[config.mk]
export PLATFORM = sky130hd
export DESIGN_NAME = dest_select_queue
export DESIGN_NICKNAME = d
export VERILOG_FILES = /design/src/rtl/cpu_pkg.sv /design/src/rtl/sync_fifo_mem.sv /design/src/rtl/dest_select_queue.sv
export SDC_FILE = /design/constraint.sdc
export NUM_CORES = 1
export LEC_CHECK = 0
export ABC_AREA = 1
export BUFFER_PORTS_ARGS = -buffer_cell sky130_fd_sc_hd__buf_2
export CAP_MARGIN = 20
export CORE_MARGIN = 4
export CORE_UTILIZATION = 35
export DETAILED_ROUTE_END_ITERATION = 10
export GPL_ROUTABILITY_DRIVEN = 0
export HOLD_SLACK_MARGIN = 0.12
export PLACE_DENSITY = 0.56
export SYNTH_ARGS = -nofsm -noshare
export SYNTH_HDL_FRONTEND = slang
export SYNTH_SLANG_ARGS = --single-unit
[constraint.sdc]
create_clock -name clk -period 1.8 [get_ports clk]
set_input_delay 0.18 -clock clk [delete_from_list [all_inputs] [get_ports clk]]
set_output_delay 0.18 -clock clk [all_outputs]
set_load 0.01 [all_outputs]
[src/rtl/cpu_pkg.sv]
// Shared defaults, log2 helper and occupancy-state encoding for the
// write-back destination queue.
package cpu_pkg;

  localparam int DATA_W_DEF = 8;
  localparam int DEPTH_DEF  = 4;

  // Ceiling log2, usable in constant expressions (port widths, localparams).
  function automatic int clog2(input int value);
    int res;
    res = 0;
    for (int i = 0; i < 31; i++) begin
      if ((1 << i) < value) res = i + 1;
    end
    return res;
  endfunction

  typedef enum logic [1:0] {
    OCC_EMPTY   = 2'd0,
    OCC_PARTIAL = 2'd1,
    OCC_FULL    = 2'd2
  } occ_state_e;

endpackage

[src/rtl/sync_fifo_mem.sv]
// Storage array plus read/write pointers for the destination queue.
// Occupancy tracking is left to the instantiating block.
module sync_fifo_mem
  import cpu_pkg::*;
#(
  parameter int WIDTH = DATA_W_DEF + 2,
  parameter int DEPTH = DEPTH_DEF
) (
  input  logic             clk,
  input  logic             rst_n,
  input  logic             push,
  input  logic             pop,
  input  logic [WIDTH-1:0] wdata,
  output logic [WIDTH-1:0] rdata
);

  localparam int PW = clog2(DEPTH);

  logic [PW-1:0]    wr_ptr_q, wr_ptr_d;
  logic [PW-1:0]    rd_ptr_q, rd_ptr_d;
  logic [WIDTH-1:0] mem_q [DEPTH];

  // DEPTH is a power of two, so the natural binary wrap gives DEPTH-1 -> 0.
  always_comb begin
    wr_ptr_d = wr_ptr_q;
    rd_ptr_d = rd_ptr_q;
    if (push) wr_ptr_d = wr_ptr_q + PW'(1);
    if (pop)  rd_ptr_d = rd_ptr_q + PW'(1);
  end

  always_ff @(posedge clk or negedge rst_n) begin
    if (!rst_n) begin
      wr_ptr_q <= '0;
      rd_ptr_q <= '0;
    end else begin
      wr_ptr_q <= wr_ptr_d;
      rd_ptr_q <= rd_ptr_d;
    end
  end

  always_ff @(posedge clk) begin
    if (push) mem_q[wr_ptr_q] <= wdata;
  end

  assign rdata = mem_q[rd_ptr_q];

endmodule

[src/rtl/dest_select_queue.sv]
// Queue of {destination select, write data} requests feeding the 2-to-4
// write-back decoder; head entry drives dec_en/dec_addr/wr_data directly.
//
//   state       | meaning
//   ------------+--------------------------------------------
//   OCC_EMPTY   | count == 0, decoder disabled
//   OCC_PARTIAL | 0 < count < DEPTH, accepting and presenting
//   OCC_FULL    | count == DEPTH, in_ready low
module dest_select_queue
  import cpu_pkg::*;
#(
  parameter int DATA_W = DATA_W_DEF,
  parameter int DEPTH  = DEPTH_DEF
) (
  input  logic                 clk,
  input  logic                 rst_n,
  input  logic                 in_valid,
  output logic                 in_ready,
  input  logic [1:0]           in_addr,
  input  logic [DATA_W-1:0]    in_data,
  input  logic                 out_stall,
  output logic                 dec_en,
  output logic [1:0]           dec_addr,
  output logic [DATA_W-1:0]    wr_data,
  output logic [clog2(DEPTH):0] count
);

  localparam int CW = clog2(DEPTH) + 1;
  localparam logic [CW-1:0] FULL_CNT = CW'(DEPTH);

  occ_state_e        state_q, state_d;
  logic [CW-1:0]     count_q, count_d;
  logic              push, pop;
  logic [DATA_W+1:0] head;

  // Handshakes look only at registered state, never at same-cycle inputs.
  assign in_ready = (state_q != OCC_FULL);
  assign dec_en   = (state_q != OCC_EMPTY);
  assign push     = in_valid & in_ready;
  assign pop      = dec_en & ~out_stall;

  always_comb begin
    state_d = state_q;
    count_d = count_q;
    case ({push, pop})
      2'b10:   count_d = count_q + CW'(1);
      2'b01:   count_d = count_q - CW'(1);
      default: count_d = count_q;
    endcase
    case (state_q)
      OCC_EMPTY: begin
        if (push) state_d = OCC_PARTIAL;
      end
      OCC_PARTIAL: begin
        if (push && !pop && count_q == FULL_CNT - CW'(1)) state_d = OCC_FULL;
        else if (pop && !push && count_q == CW'(1))      state_d = OCC_EMPTY;
      end
      OCC_FULL: begin
        if (pop) state_d = OCC_PARTIAL;
      end
      default: state_d = OCC_EMPTY;
    endcase
  end

  always_ff @(posedge clk or negedge rst_n) begin
    if (!rst_n) begin
      state_q <= OCC_EMPTY;
      count_q <= '0;
    end else begin
      state_q <= state_d;
      count_q <= count_d;
    end
  end

  sync_fifo_mem #(
    .WIDTH (DATA_W + 2),
    .DEPTH (DEPTH)
  ) u_mem (
    .clk   (clk),
    .rst_n (rst_n),
    .push  (push),
    .pop   (pop),
    .wdata ({in_addr, in_data}),
    .rdata (head)
  );

  assign dec_addr = head[DATA_W+1:DATA_W];
  assign wr_data  = head[DATA_W-1:0];
  assign count    = count_q;

endmodule
==> metrics.md <==
| Metric | Value |
|---|---|
| Fin. Hold Viols | `0` |
| Worst Path Arrival | `1.46 ns` |
| # port buffers | `28` |
| Hold Crit Class | `in -> reg` |
| Distinct cells, synth | `19` |
| Post-synthesis sequential area ratio | `65.4%` |
| Drt via density | `4.39` |
| Pre-CTS setup slack | `0.243 ns` |
| Final HPWL DP | `2510 um` |
| Most frequent cells in the layout | `42 x nand2_1, 40 x edfxtp_1, 34 x inv_1, 28 x buf_2, 21 x o211ai_1` |
| Adder-cell share of the synthesized area | `5.74%` |
| Area grow syn2layout | `22.5%` |
| Vias | `1361` |
| VDD IR max | `0.459 mV` |
| Setup Skew | `0.00642 ns` |
| DRC | `0` |
| Total grt overflow | `0` |
| Top Family by Delay on Critical Path | `buffers and inverters` |
| Commonest non-fill, non-tap cell in the layout | `nand2_1` |
| Num rows | `28` |
| Reg2reg start | `state_q[1]` |
| Yosys warnings | `0` |
| Cell taking the most area after synthesis | `edfxtp_1` |
| Worst path most repeated cell | `nand2_1` |
| CTS Root Cell | `clkbuf_8` |
| Bufs and invs on worst path | `3` |
| Pin count of the biggest net entering global routing | `25` |
| RSZ-0062 raised after global routing | `false` |
| Pwr Total | `0.00390 W` |
| Detailed Route WL | `3640 um` |
| TNS Setup | `0 ns` |
| Antenna violations before repair | `0` |
| Synth Area in Simple Gates | `9.99%` |
| CTS clk-pin slew, worst paths | `0.09 ns` |
| Vias in the first global route | `1248` |
| Static Leak | `1.17 nW` |
| GRT Overall Usage | `10.7%` |
| WP data required | `1.62 ns` |
| Clock tree buffer depth | `2` |
| Share of cells above drive strength 1 | `20.9%` |
| DR WL/cell | `11.8 um` |
| Largest family of logic cells by synthesized area | `simple AND/OR/NAND/NOR gates` |
| Ranking of synthesized cells by area | `edfxtp_1 55%, dfrtp_1 10%, nand2_1 7.2%, o211ai_1 7.2%, inv_1 5.9%` |
| Critical Path Sink Type | `primary output` |
| #FFs+latches synth | `49` |
| Post-layout worst setup margin | `0.156 ns` |
| Mapped Cells | `187` |
| DRT iter0 DRCs | `65` |
| PwrDens | `1460 nW/um2` |
| Crit path max-delay cell type | `dfrtp_1` |
| Initial Utilization | `36.4%` |
| Least-Margin Pin Slew | `0.296 ns` |
| Critical-path cell list | `inv_4 > buf_12 > nand2_1 > o211ai_1 > nand2_1 > buf_2` |
| Status | `finished clean` |
| Die width | `86.9 um` |
| Core ar. | `5990 um2` |
| Fraction of the mapped netlist area in compound gates | `8.78%` |
| CTS H-Tree Depth | `2` |
| Crit-path max cell delay | `0.42 ns` |
| Mapped Area | `2180 um2` |
| Max Slew Vio Count | `0` |
| Critical-path maximum fanout | `24` |
| Fmax achieved | `608 MHz` |
| Net Count, Synth | `211` |
| Period utilisation layout | `91.4%` |
| CP Class | `reg -> out` |
| Avg Inst Size Synth | `11.7 um2` |
| Xor and xnor area share after synthesis | `2.35%` |
| Critical Path Source | `u_mem.rd_ptr_q[0]` |
| Multiplexer area fraction after synthesis | `0%` |
| DIE AREA | `7550 um2` |
| Final ANT Viol Nets | `0` |
| Die Ht | `86.9 um` |
| Final setup violation count | `0` |
| Period minus WS final | `1.64 ns` |
| Max-cap violations | `0` |
| Hold path startpoint | `out_stall` |
| IO Count | `29` |
| Number of CTS-inserted buffers | `5` |
| Synth top area share | `55.1%` |
| CP startpoint kind | `register` |
| DRT Pass-1 Iters | `4` |
| CTS tree | `yes` |
| Worst-Skew Late Latency | `0.29 ns` |
| Post-CTS setup buffers | `0` |
| Slew margin rel. | `80.2%` |
| CTS Sinks | `49` |
| Nets@finish | `258` |
| Antenna fix cells | `0` |
| First-pass GRT wire length | `6100 um` |
-- tightest hold or removal path, delay by kind of cell --
kind	cells	cell delay, ns
compound gates	1	0.07
simple gates	1	0.09
buf+inv	1	0.09
-- layer usage --
metal / vias up / wire, um / global-route usage, %
met1: 625 / 1600 / 13.1
li1: 712 / - / -
met3: 4 / 154 / 2.65
met5: - / 0 / 0
met4: 0 / 51 / 3.40
met2: 20 / 1830 / 18.4
-- cell type report --
type,count,area (um2)
Clock buffer,6,72.6
Clock inverter,2,38.8
Fill cell,562,3320
Inverter,38,145
Multi-Input combinational cell,95,586
Sequential cell,49,1430
Tap cell,75,93.8
Timing Repair Buffer,45,308
-- power breakdown --
part | total [W] | leakage [nW] | internal (W) | switching [W]
Combinational | 0.00149 | 0.636 | 0.000609 | 0.000883
Sequential | 0.00165 | 0.474 | 0.00151 | 0.000141
Clock | 0.000760 | 0.0554 | 0.000417 | 0.000343
Total | 0.00390 | 1.17 | 0.00253 | 0.00137
-- path summary, 6_finish.rpt --
kind / to / slack [ns] / cells after the start
worst min-delay path: state_q[1] / 0.18 / 3
worst max-delay path: wr_data[3] / 0.16 / 6
worst min register to register: u_mem.wr_ptr_q[1] / 0.56 / 2
min in group asynchronous: count[1] / 0.26 / 2
worst max register to register: count[2] / 0.25 / 8
max in group asynchronous: u_mem.rd_ptr_q[1] / 1.36 / 2
-- synthesized netlist by cell type --
cell      number
inv_1         34
nor2_1         6
o21bai_2       1
buf_2          5
o211ai_1      21
nand2_1       42
o21ai_0        2
nand3_1        4
o31ai_1        1
xor2_1         1
xnor2_1        3
nand2_4        1
o21ai_1        1
nand2_2        1
edfxtp_1      40
inv_2          4
dfrtp_1        9
ha_1          10
xor2_2         1
-- kinds of logic (layout without fill, tap and decap cells) --
| logic type | count (synthesis) | after routing |
|---|---|---|
| compound gates | 26 | 26 |
| xor+xnor | 5 | 5 |
| fa+ha+maj | 10 | 10 |
| buf+inv | 43 | 91 |
| flops | 49 | 49 |
| simple gates | 54 | 54 |
-- state kept, by name, indices dropped and copies added (netlist names) --
name            flops
count               3
state_q             2
u_mem.mem_q        40
u_mem.rd_ptr_q      2
u_mem.wr_ptr_q      2
-- what timing repair did --
action / in CTS / in global routing
endpoints found under the setup margin: 0 / 6
gates resized for setup: 0 / 2
hold endpoints to repair: 49 / 0
hold buffers: 11 / 0
-- through the flow --
stage | hold WS, ns | instance area [um2] | utilization (%) | std cells
after floorplan | -0.116 | 2180 | - | 187
after global placement | 0.0431 | 2450 | 40.8 | 291
after detailed placement | 0.0450 | 2450 | 40.8 | 291
after CTS | 0.168 | 2670 | 44.5 | 310
after global routing | 0.177 | 2670 | 44.6 | 310
final | 0.175 | 2670 | 44.6 | 310
No activity file was read; power rests on OpenSTA's default activity.
